[src/rtl/adc_reader_pkg.sv]
// Shared definitions for the serial ADC read path: frame geometry, channel
// bit windows and the state encoding also used by the DAC output path.
package adc_reader_pkg;

    // Sequencer states for a single conversion frame.
    typedef enum logic [1:0] {
        IDLE  = 2'd0,
        CONV  = 2'd1,
        SHIFT = 2'd2,
        DONE  = 2'd3
    } state_t;

    // First frame bit carrying channel 0 data (two leading high-Z bits).
    localparam int CH0_FIRST = 2;

    // sck periods in one frame: two samples plus three pairs of high-Z bits.
    function automatic int frame_len(input int width);
        return 2 * width + 6;
    endfunction

    // First frame bit carrying channel 1 data.
    function automatic int ch1_first(input int width);
        return width + 4;
    endfunction

endpackage

[src/rtl/adc_reader_spi_sck_div.sv]
// SPI clock divider: a 0..DIV-1 counter producing a tick every DIV enabled
// cycles, plus the registered sck phase that toggles on ticks while the
// caller lets the clock run.
module adc_reader_spi_sck_div #(
    parameter int DIV = 50
) (
    input  logic clk,
    input  logic rst,
    input  logic en,
    input  logic clr,
    input  logic sck_run,
    output logic tick,
    output logic sck
);

    localparam int CW = (DIV > 1) ? $clog2(DIV) : 1;

    logic [CW-1:0] cnt_reg;
    logic          sck_reg;

    assign tick = en && (cnt_reg == CW'(DIV - 1));
    assign sck  = sck_reg;

    // Counter wraps on each tick; sck is a plain register so it cannot glitch.
    always_ff @(posedge clk) begin
        if (!rst) begin
            cnt_reg <= '0;
            sck_reg <= 1'b0;
        end else if (clr) begin
            cnt_reg <= '0;
            sck_reg <= 1'b0;
        end else if (en) begin
            cnt_reg <= tick ? '0 : cnt_reg + 1'b1;
            if (tick && sck_run) begin
                sck_reg <= ~sck_reg;
            end
        end
    end

endmodule

[src/rtl/adc_reader.sv]
// SPI master reading one dual-channel frame from an LTC1407A-style ADC.
// A start request pulses ad_conv for one sck period, then clocks out a full
// frame, capturing both channel samples; results are held until the next
// frame completes.
module adc_reader
    import adc_reader_pkg::*;
#(
    parameter int DIV   = 50,
    parameter int WIDTH = 14
) (
    input  logic             clk,
    input  logic             rst,
    input  logic             start,
    input  logic             spi_miso,
    output logic             spi_sck,
    output logic             ad_conv,
    output logic             busy,
    output logic             valid,
    output logic [WIDTH-1:0] ch0,
    output logic [WIDTH-1:0] ch1
);

    localparam int FRAME     = frame_len(WIDTH);
    localparam int CH1_FIRST = ch1_first(WIDTH);
    localparam int BW        = $clog2(FRAME);

    state_t           state_reg;
    logic [BW-1:0]    bit_reg;
    logic [WIDTH-1:0] sh0_reg;
    logic [WIDTH-1:0] sh1_reg;
    logic [WIDTH-1:0] ch0_reg;
    logic [WIDTH-1:0] ch1_reg;
    logic             ad_conv_reg;
    logic             busy_reg;
    logic             valid_reg;

    logic div_en;
    logic div_clr;
    logic tick;
    logic sck;
    logic in_ch0;
    logic in_ch1;

    // The divider only runs while a frame is active and restarts at CONV entry.
    assign div_en  = (state_reg == CONV) || (state_reg == SHIFT);
    assign div_clr = (state_reg == IDLE) && start;

    // Which channel window the current frame bit falls in, if any.
    assign in_ch0 = (bit_reg >= BW'(CH0_FIRST)) && (bit_reg < BW'(CH0_FIRST + WIDTH));
    assign in_ch1 = (bit_reg >= BW'(CH1_FIRST)) && (bit_reg < BW'(CH1_FIRST + WIDTH));

    adc_reader_spi_sck_div #(
        .DIV(DIV)
    ) u_spi_sck_div (
        .clk     (clk),
        .rst     (rst),
        .en      (div_en),
        .clr     (div_clr),
        .sck_run (state_reg == SHIFT),
        .tick    (tick),
        .sck     (sck)
    );

    // Frame sequencer: conversion strobe, bit counting, capture and hand-off.
    always_ff @(posedge clk) begin
        if (!rst) begin
            state_reg   <= IDLE;
            bit_reg     <= '0;
            sh0_reg     <= '0;
            sh1_reg     <= '0;
            ch0_reg     <= '0;
            ch1_reg     <= '0;
            ad_conv_reg <= 1'b0;
            busy_reg    <= 1'b0;
            valid_reg   <= 1'b0;
        end else begin
            valid_reg <= 1'b0;
            case (state_reg)
                IDLE: begin
                    if (start) begin
                        state_reg   <= CONV;
                        bit_reg     <= '0;
                        ad_conv_reg <= 1'b1;
                        busy_reg    <= 1'b1;
                    end
                end
                CONV: begin
                    // bit_reg counts the two strobe ticks here.
                    if (tick) begin
                        if (bit_reg == BW'(1)) begin
                            state_reg   <= SHIFT;
                            bit_reg     <= '0;
                            ad_conv_reg <= 1'b0;
                        end else begin
                            bit_reg <= bit_reg + 1'b1;
                        end
                    end
                end
                SHIFT: begin
                    // Falling-edge tick: sample miso and advance the bit index.
                    if (tick && sck) begin
                        if (in_ch0) begin
                            sh0_reg <= {sh0_reg[WIDTH-2:0], spi_miso};
                        end
                        if (in_ch1) begin
                            sh1_reg <= {sh1_reg[WIDTH-2:0], spi_miso};
                        end
                        if (bit_reg == BW'(FRAME - 1)) begin
                            state_reg <= DONE;
                            bit_reg   <= '0;
                            busy_reg  <= 1'b0;
                            valid_reg <= 1'b1;
                            ch0_reg   <= sh0_reg;
                            ch1_reg   <= sh1_reg;
                        end else begin
                            bit_reg <= bit_reg + 1'b1;
                        end
                    end
                end
                DONE: begin
                    state_reg <= IDLE;
                end
                default: begin
                    state_reg <= IDLE;
                end
            endcase
        end
    end

    assign spi_sck = sck;
    assign ad_conv = ad_conv_reg;
    assign busy    = busy_reg;
    assign valid   = valid_reg;
    assign ch0     = ch0_reg;
    assign ch1     = ch1_reg;

endmodule

[config.mk]
export PLATFORM = sky130hd
export DESIGN_NAME = adc_reader
export DESIGN_NICKNAME = d
export VERILOG_FILES = /design/src/rtl/adc_reader_pkg.sv /design/src/rtl/adc_reader_spi_sck_div.sv /design/src/rtl/adc_reader.sv
export SDC_FILE = /design/constraint.sdc
export NUM_CORES = 1
export LEC_CHECK = 0
export BUFFER_PORTS_ARGS = -buffer_cell sky130_fd_sc_hd__buf_2
export CAP_MARGIN = 10
export CORE_UTILIZATION = 35
export CTS_BUF_LIST = sky130_fd_sc_hd__clkbuf_16
export DETAILED_ROUTE_END_ITERATION = 10
export PLACE_DENSITY = 0.49
export REMOVE_ABC_BUFFERS = 1
export SETUP_SLACK_MARGIN = 0.5
export SLEW_MARGIN = 20
export SYNTH_ARGS = -nofsm -noshare
export SYNTH_HDL_FRONTEND = slang
export SYNTH_SLANG_ARGS = --single-unit
[constraint.sdc]
create_clock -name clk -period 3.26 [get_ports clk]
set_input_delay 0.326 -clock clk [delete_from_list [all_inputs] [get_ports clk]]
set_output_delay 0.326 -clock clk [all_outputs]
set_load 0.02 [all_outputs]
## Word-level counts from Yosys, hierarchy flattened

Index checks and enable logic that the tools add are counted.

| operators by class | value |
|---|---|
| $add $sub $neg | 2 |
| multiply operators | 0 |
| div/mod/pow operators | 0 |
| order comparisons | 4 |
| eq/ne operators | 11 |
| shift operators | 0 |
| mux-type cells | 21 |
| bitwise gates (word level) | 2 |
| reductions and logical operators | 21 |

Operators with widths:

| kind | count |
|---|---|
| 6-bit 2-to-1 mux | 6 |
| 6-bit case mux with 3 select lines | 1 |
| 6-bit by 1-bit adder with 6-bit output, second input constant | 2 |
| 6-bit equality test, second input constant | 2 |
| 3-bit AND reduction | 4 |
| 4-bit AND reduction | 3 |
| 2-bit 2-to-1 mux | 5 |
| 2-bit != test, second input constant | 4 |
| 2-bit case mux with 4 select lines | 1 |
| 6-bit by 1-bit equality test with 1-bit output, second input constant | 1 |
| 6-bit by 2-bit >= comparator with 1-bit output, second input constant | 1 |
| 6-bit by 5-bit >= comparator with 1-bit output, second input constant | 1 |
| 1-bit logical AND | 6 |
| 6-bit by 5-bit < comparator with 1-bit output, second input constant | 1 |
| 6-bit < comparator, second input constant | 1 |
| 1-bit 2-to-1 mux | 6 |
| 5-bit AND reduction | 1 |
| 2-bit equality test, second input constant | 2 |
| 1-bit case mux with 2 select lines | 2 |
| 2-bit nonzero test | 2 |
| 3-bit nonzero test | 1 |
| 2-bit by 1-bit equality test with 1-bit output, second input constant | 1 |
| 2-bit logical NOT | 1 |
| 2-bit by 1-bit != test with 1-bit output, second input constant | 1 |
| 4 further kinds | 5 |

| word-level totals | value |
|---|---|
| bits in registers | 74 |
| latch bits | 0 |
| RAM bits | 0 |
| ROM bits | 0 |
| bits of input ports | 4 |
| logic and storage cells | 72 |
| memories kept | 0 |

## Longest topological paths before layout

Gate-level depths: netlist (run 1).

| depth | value |
|---|---|
| word-level depth | 6 |
| gate-level depth with buffers | 10 |
| gate-level depth less buffers | 7 |

## By module

Synthesis (run 1) repeated with hierarchy kept, for this count alone.

| unflattened totals | value |
|---|---|
| cell total of the unflattened synthesis | 334 |
| area, all modules | 3088.0 um^2 |

By module, submodules not included:

| module | times used | cells each | area each (um^2) |
|---|---|---|---|
| adc_reader | 1 | 296 | 2727.6 |
| adc_reader_spi_sck_div | 1 | 38 | 360.3 |

## Worst setup path after synthesis (run 1)

OpenSTA, ideal clock, no wires.

| timing path | value |
|---|---|
| path kind | register -> register |
| start | register state_reg[1] |
| end | register sh1_reg[10] |
| setup time | 0.116 ns |
| arrival | 2.200 ns |
| setup slack | 0.944 ns |
| stages on the path, launching flop included | 11 |
| path buffers | 3 |
| clock period less this slack | 2.316 ns |
| cell sequence | dfxtp_1 -> inv_1 -> ha_1 -> buf_4 -> nand4bb_4 -> or3_4 -> or4_4 -> buf_6 -> buf_12 -> mux2i_1 -> nor2b_1 |

| between the ends | value |
|---|---|
| longest elaborated chain between the ends | 5 |
| elaborated cells on any way between the ends | 6 |
| classes of those cells | 2 x eq/ne; 4 x reduce/logical |

Ends and longest elaborated chain:

| what | line | source |
|---|---|---|
| start: declaration | adc_reader.sv:27 | `state_t state_reg;` |
| start signal: assignment | adc_reader.sv:67 | `state_reg <= IDLE;` |
| start signal: assignment | adc_reader.sv:81 | `state_reg <= CONV;` |
| start signal: assignment | adc_reader.sv:91 | `state_reg <= SHIFT;` |
| 2-bit by 1-bit equality test with 1-bit output or 2-bit equality test (tied branches) | adc_reader.sv:45 | `assign div_en = (state_reg == CONV) \|\| (state_reg == SHIFT);` |
| 1-bit logical OR * | adc_reader.sv:45 |  |
| via div_en | adc_reader.sv:37 | `logic div_en;` |
| 1-bit logical AND * | adc_reader_spi_sck_div.sv:21 | `assign tick = en && (cnt_reg == CW'(DIV - 1));` |
| 1-bit logical AND * | adc_reader.sv:101 | `if (tick && sck) begin` |
| 3-bit AND reduction (no source line) * | n/a |  |
| end signal: assignment | adc_reader.sv:106 | `sh1_reg <= {sh1_reg[WIDTH-2:0], spi_miso};` |
| end: declaration | adc_reader.sv:30 | `logic [WIDTH-1:0] sh1_reg;` |

Mark *: on every way through the listed nets, which the timed path passes. The rest lies on a longest branch.
A chain may end at the register's enable or synchronous reset.

## Final worst setup path (run 1)

| timing path | value |
|---|---|
| start | register state_reg[0] |
| end | register ch1_reg[10] (netlist: ch1[10]) |

| between the ends | value |
|---|---|
| longest elaborated chain between the ends | 5 |
| elaborated cells on any way between the ends | 6 |
| classes of those cells | 2 x eq/ne; 4 x reduce/logical |

Ends and longest elaborated chain:

| what | line | source |
|---|---|---|
| 2-bit by 1-bit equality test with 1-bit output or 2-bit equality test (tied branches) | adc_reader.sv:45 |  |
| 1-bit logical OR * | adc_reader.sv:45 |  |
| via div_en | adc_reader.sv:37 |  |
| 1-bit logical AND * | adc_reader_spi_sck_div.sv:21 |  |
| 1-bit logical AND * | adc_reader.sv:101 |  |
| 3-bit AND reduction (no source line) * | n/a |  |
| end signal: assignment | adc_reader.sv:114 | `ch1_reg <= sh1_reg;` |
| end: declaration | adc_reader.sv:32 | `logic [WIDTH-1:0] ch1_reg;` |

Marked as above.

==> impl_metrics.json, run 1 <==
{
  "outcome": "finished clean",
  "firstDrtPassIters": 4,
  "die_area_mm2": 0.00944,
  "hold_violations": 0,
  "synth.largest_area_cell": "sky130_fd_sc_hd__dfxtp_1",
  "critical_path_buf_inv_count": 1,
  "synth-seq-area-share": 0.468,
  "critPathSlowestCell": "sky130_fd_sc_hd__or3_2",
  "synth-xor-area-share": 0.0138,
  "global_route.usage.total": 0.134,
  "master_cell_of_the_clock_root_buffer": "sky130_fd_sc_hd__clkbuf_16",
  "dr_total_vias": 2315,
  "cts_sinks": 74,
  "gp_congestion": 0.737,
  "synth-compound-area-share": 0.118,
  "worstSetupStartpointType": "flop",
  "worst_ep_arrival_time_ns": 2.76,
  "max_stage_delay_ns": 0.75,
  "slew_viol_final": 0,
  "crit_fanout": 28,
  "postSynthRegisterBits": 74,
  "detail_route.vias_per_cell": 4.78,
  "max_slew_margin": 0.581,
  "pwr_density_cell_mw_per_mm2": 653,
  "clk_buf_depth": 2,
  "achievable-frequency_mhz": 392,
  "ys_dominant_reg_cell": "sky130_fd_sc_hd__dfxtp_1",
  "top_cells_by_area_in_the_synthesized_netlist": "sky130_fd_sc_hd__dfxtp_1 47%, sky130_fd_sc_hd__mux2i_1 9.2%, sky130_fd_sc_hd__nand2_1 8.2%, sky130_fd_sc_hd__a21boi_0 6.6%, sky130_fd_sc_hd__nor2b_1 5.7%",
  "critical_path.top_delay_family": "simple AND/OR/NAND/NOR gates",
  "synth_most_common_cell": "sky130_fd_sc_hd__dfxtp_1",
  "worst_clock_skew_ns": 0.00744,
  "timing.final.setup_violations": 0,
  "place_worst_setup_slack_ns": 0.604,
  "port_buffers": 35,
  "tritoncts.num_buffers": 9,
  "synth_top_family_by_area": "simple AND/OR/NAND/NOR gates",
  "grt_pass1_wl_mm": 10.3,
  "fp.dieW_um": 97.1,
  "post_synth_and_or_nand_nor_area_fraction": 0.231,
  "n_antenna_cell": 0,
  "ys_types": 44,
  "synth_mux_area_frac": 0.0916,
  "synth-edff-count": 0,
  "final.setup.tns_ns": 0,
  "finalCritPeriodShare": 0.783,
  "dr.first_iter.drc_count": 76,
  "worst-slew-pin-transition_ns": 0.629,
  "first_global_vias": 2156,
  "worst_ep_required_time_ns": 3.47,
  "antenna_violations_before_repair": 0,
  "clock_network_latency_to_the_later_pin_of_the_worst_skew_pair_ns": 0.33,
  "hold_crit_class": "in2reg",
  "clock_tree_from_tritoncts": "done",
  "detailedPlacementHpwl_mm": 3.74,
  "layout.nets": 383,
  "yosysWarnings": 0,
  "post_cts_buffers": 0,
  "synth_top_cells_by_count": "74 x sky130_fd_sc_hd__dfxtp_1, 69 x sky130_fd_sc_hd__nand2_1, 29 x sky130_fd_sc_hd__mux2i_1, 29 x sky130_fd_sc_hd__nor2b_1, 28 x sky130_fd_sc_hd__a21boi_0",
  "rows": 34,
  "drtAntennaViolNets": 0,
  "routed_wirelength_mm": 5.88,
  "async_flop_share": 0,
  "area.growth.synth_to_final_pct": 18.1,
  "clock_transition_at_the_register_clock_pins_on_the_worst_setup_and_hold_paths_after_cts_ns": 0.06,
  "syn_area_per_cell_um2": 9.26,
  "netlist_instances": 342,
  "routedWlPerCell_um": 12.1,
  "timing.setup.critical_path_class": "reg2reg",
  "maxCapViolations": 0,
  "floorplan.initialDensity": 0.362,
  "rsz0062_at_grt": "no",
  "grt_max_degree": 39,
  "end_kind": "flop",
  "total_leakage_power_nw": 1.57,
  "max-vdd-ir-drop_v": 0.000320,
  "setup_ws_ns": 0.708,
  "cts_htree_levels": 3,
  "drive_gt1_frac": 0.157,
  "synth_top_area_frac": 0.468,
  "post_synth_instance_area_mm2": 0.00317,
  "global_route.overflow_total": 0,
  "dieHeight_um": 97.1,
  "synthAdderAreaFrac": 0.0316,
  "design.portCount": 36,
  "post_cts_hold_buffers": 0,
  "layout_min_cycle_time_ns": 2.55,
  "core-area_mm2": 0.00876,
  "drc": 0,
  "critical_path.cell_chain": "inv_1, ha_1, nand4bb_4, or3_4, or3_2, nand2_1, a21boi_0"
}
## cell families after synthesis
kind of cell,count (synthesis)
and+or+nand+nor,143
DFF,74
AOI/OAI and AO/OA,53
buffers and inverters,30
muxes,29
adders and majority gates,8
xor gates and xnor gates,5
## metrics by stage
step / total power, mW / utilization / hold slack (ns) / instances / instance area [um2]
final: 2.44 / 0.427 / 0.317 / 484 / 3740
after global routing: 2.56 / 0.427 / 0.318 / 484 / 3740
after detailed placement: 1.33 / 0.388 / 0.455 / 468 / 3400
after CTS: 2.48 / 0.427 / 0.301 / 484 / 3740
after floorplan: 1.24 / - / 0.441 / 322 / 3060
after global placement: 1.33 / 0.388 / 0.449 / 468 / 3400
## worst reg2reg max path: cells and delay by family (launching register included)
kind	cells	cell delay, ns
simple gates	4	1.43
fa+ha+maj	1	0.50
buf+inv	1	0.08
compound gates	1	0.09
flops	1	0.34
## cell type report
cell class	instances	area, um2
flip-flops and latches	74	1480
clock buffers	9	225
fillers	875	5020
inverters	10	37.5
repair buffers	38	198
clock inverters	7	116
well taps	108	135
multi-input cells	238	1550
## cell usage in the layout (no fill, tap or decap), drive strengths merged, types with 2 or more instances in the layout
master / n
a21boi: 30
nor2: 12
o31ai: 2
nand2: 69
buf: 38
and2: 3
clkbuf: 9
o32ai: 2
xnor2: 2
or3: 2
inv: 13
mux2i: 29
o21a: 2
dfxtp: 74
o22ai: 3
nand3b: 4
a21oi: 5
ha: 8
nor2b: 29
nand3: 5
bufinv: 3
nand4: 4
o21ai: 6
nand2b: 4
xor2: 3
## timing repair
| action | 4_1_cts | 5_1_grt |
|---|---|---|
| endpoints found under the setup margin | 0 | 28 |
| hold endpoints to repair | 0 | 0 |
| resized for setup | 0 | 1 |
## worst paths after layout
kind                 to         start  slack (ns)  cells after the start
max             ch1[10]  state_reg[0]        0.71                      7
max reg2reg     ch1[10]  state_reg[0]        0.71                      7
min          sh0_reg[0]      spi_miso        0.32                      3
min reg2reg      ch1[7]        ch1[7]        0.46                      2
## routing by layer
metal | up-vias | GRT usage | wire (um)
met5 | - | 0 | 0
met4 | 0 | 0.0586 | 88
met3 | 8 | 0.0381 | 227
met2 | 52 | 0.211 | 2620
met1 | 1047 | 0.171 | 2940
li1 | 1208 | - | -
## where the power goes
| group | switching, mW | internal (mW) | total, mW |
|---|---|---|---|
| Sequential | 0.0215 | 0.932 | 0.953 |
| Combinational | 0.223 | 0.136 | 0.359 |
| Clock | 0.383 | 0.749 | 1.13 |
No activity file was read; power rests on OpenSTA's default activity.
==> run 2: changes to the inputs <==
==> constraint.sdc (replaced) <==
create_clock -name clk -period 2.5 [get_ports clk]
set_input_delay 0.25 -clock clk [delete_from_list [all_inputs] [get_ports clk]]
set_output_delay 0.25 -clock clk [all_outputs]
set_load 0.02 [all_outputs]
==> impl_metrics.json, run 2 (synthesis gave the netlist of run 1 again) <==
{
  "outcome": "finished clean",
  "core-area_mm2": 0.00876,
  "timing.final.setup_violations": 0,
  "timing.hold.worst_path_depth": 3,
  "drc": 0,
  "gp_congestion": 0.753,
  "drtAntennaViolNets": 0,
  "clock_transition_at_the_register_clock_pins_on_the_worst_setup_and_hold_paths_after_cts_ns": 0.06,
  "most-common-layout-cells": "71 x sky130_fd_sc_hd__dfxtp_1, 68 x sky130_fd_sc_hd__nand2_1, 35 x sky130_fd_sc_hd__buf_2",
  "detailedPlacementHpwl_mm": 3.85,
  "hold-path-endpoint": "sh1_reg[0]",
  "p_total_mw": 3.53,
  "setup_ws_ns": 0.349,
  "dieHeight_um": 97.1,
  "place_worst_setup_slack_ns": 0.200,
  "slew_viol_final": 0,
  "area.growth.synth_to_final_pct": 28.7,
  "clock_tree_from_tritoncts": "done",
  "global_route.usage.total": 0.147,
  "n_antenna_cell": 0,
  "worst-slew-pin-transition_ns": 0.587,
  "hold_crit_class": "in2reg",
  "antenna_violations_before_repair": 0,
  "final.setup.tns_ns": 0,
  "dr_total_vias": 2454,
  "cts_htree_levels": 3,
  "finalCritPeriodShare": 0.860,
  "rows": 34,
  "die_area_mm2": 0.00944,
  "rsz0062_at_grt": "yes",
  "crit_fanout": 5,
  "tritoncts.num_buffers": 9,
  "floorplan.initialDensity": 0.362,
  "worstSetupStartpointType": "flop",
  "timing.reg2reg.worst_path_depth": 9,
  "maxCapViolations": 0,
  "master_cell_of_the_clock_root_buffer": "sky130_fd_sc_hd__clkbuf_16",
  "global_route.overflow_total": 0,
  "worst_ep_required_time_ns": 2.71,
  "first_global_vias": 2319,
  "worst_clock_skew_ns": 0.00494,
  "max_slew_margin": 0.609,
  "worst_r2r_setup_slack_ns": 0.35,
  "dr.first_iter.drc_count": 79,
  "routedWlPerCell_um": 13.3,
  "achievable-frequency_mhz": 465,
  "rr_endpoint": "bit_reg[4]",
  "fill_cells": 866,
  "layout_min_cycle_time_ns": 2.15,
  "end_kind": "flop",
  "post_cts_hold_buffers": 0,
  "grt_pass1_wl_mm": 11.2,
  "timing.setup.critical_path_class": "reg2reg",
  "hold_path.startpoint": "spi_miso",
  "firstDrtPassIters": 6,
  "drive_gt1_frac": 0.261,
  "clock_network_latency_to_the_later_pin_of_the_worst_skew_pair_ns": 0.33,
  "worstReg2RegStart": "state_reg[1]",
  "layout.nets": 407,
  "port_buffers": 35,
  "routed_wirelength_mm": 6.73,
  "max-vdd-ir-drop_v": 0.000437,
  "pwr_density_cell_mw_per_mm2": 867,
  "hold_violations": 0,
  "total_leakage_power_nw": 1.73,
  "design.portCount": 36,
  "detail_route.vias_per_cell": 4.84,
  "worst_ep_arrival_time_ns": 2.36,
  "grt_max_degree": 38,
  "cts_sinks": 74,
  "fp.dieW_um": 97.1,
  "leading_cell_type_in_the_layout_fill_and_taps_excluded": "sky130_fd_sc_hd__dfxtp_1",
  "clk_buf_depth": 2
}
run 2: per-layer routing:
metal | global-route usage | share of wire
met1 | 0.188 | 0.51
met2 | 0.238 | 0.45
met4 | 0.0379 | 0.0042
met5 | 0 | 0
met3 | 0.0504 | 0.039
run 2: worst max-delay path: stages (launching register included):
cell	delay, ns
sky130_fd_sc_hd__dfxtp_2	0.33
sky130_fd_sc_hd__inv_2	0.05
sky130_fd_sc_hd__ha_4	0.27
sky130_fd_sc_hd__nand4bb_4	0.12
sky130_fd_sc_hd__or3_4	0.38
sky130_fd_sc_hd__a221o_2	0.41
sky130_fd_sc_hd__buf_4	0.16
sky130_fd_sc_hd__buf_6	0.11
sky130_fd_sc_hd__a21oi_2	0.11
sky130_fd_sc_hd__o32ai_2	0.08
run 2: per-stage QoR:
| stage | util | hold WS (ns) | instances | cell area, um2 |
|---|---|---|---|---|
| 6_report | 0.465 | 0.226 | 507 | 4080 |
| 5_1_grt | 0.465 | 0.239 | 507 | 4080 |
| 4_1_cts | 0.451 | 0.211 | 500 | 3950 |
| 3_5_place_dp | 0.390 | 0.453 | 471 | 3420 |
| 3_3_place_gp | 0.390 | 0.448 | 471 | 3420 |
| 2_1_floorplan | - | 0.368 | 322 | 3060 |
run 2: power by group:
group	internal (mW)	switching [mW]	total [mW]
logic	0.418	0.402	0.820
registers	1.22	0.0294	1.25
clock network	0.974	0.492	1.47
total	2.61	0.923	3.53
run 2: repair_timing:
item,in CTS,in global routing
setup buffers,10,7
pin swaps,8,13
gates cloned,4,0
setup endpoints to repair,64,65
resized for setup,42,22
run 2: worst max path at each step:
stage | to | from
final | bit_reg[4] | state_reg[1]
after floorplan | ch0[0] | state_reg[1]
after detailed placement | bit_reg[4] | state_reg[1]
after CTS | bit_reg[1] | state_reg[1]
after global routing | sh1_reg[11] | state_reg[1]
after global placement | bit_reg[4] | state_reg[1]
run 2: final cells by class:
class / instances / area (um2) / area share
Clock inverter: 6 / 115 / 0.0282
Tap cell: 108 / 135 / 0.0331
Multi-Input combinational cell: 239 / 1660 / 0.406
Inverter: 10 / 37.5 / 0.00921
Timing Repair Buffer: 61 / 424 / 0.104
Sequential cell: 74 / 1490 / 0.364
Clock buffer: 9 / 225 / 0.0552
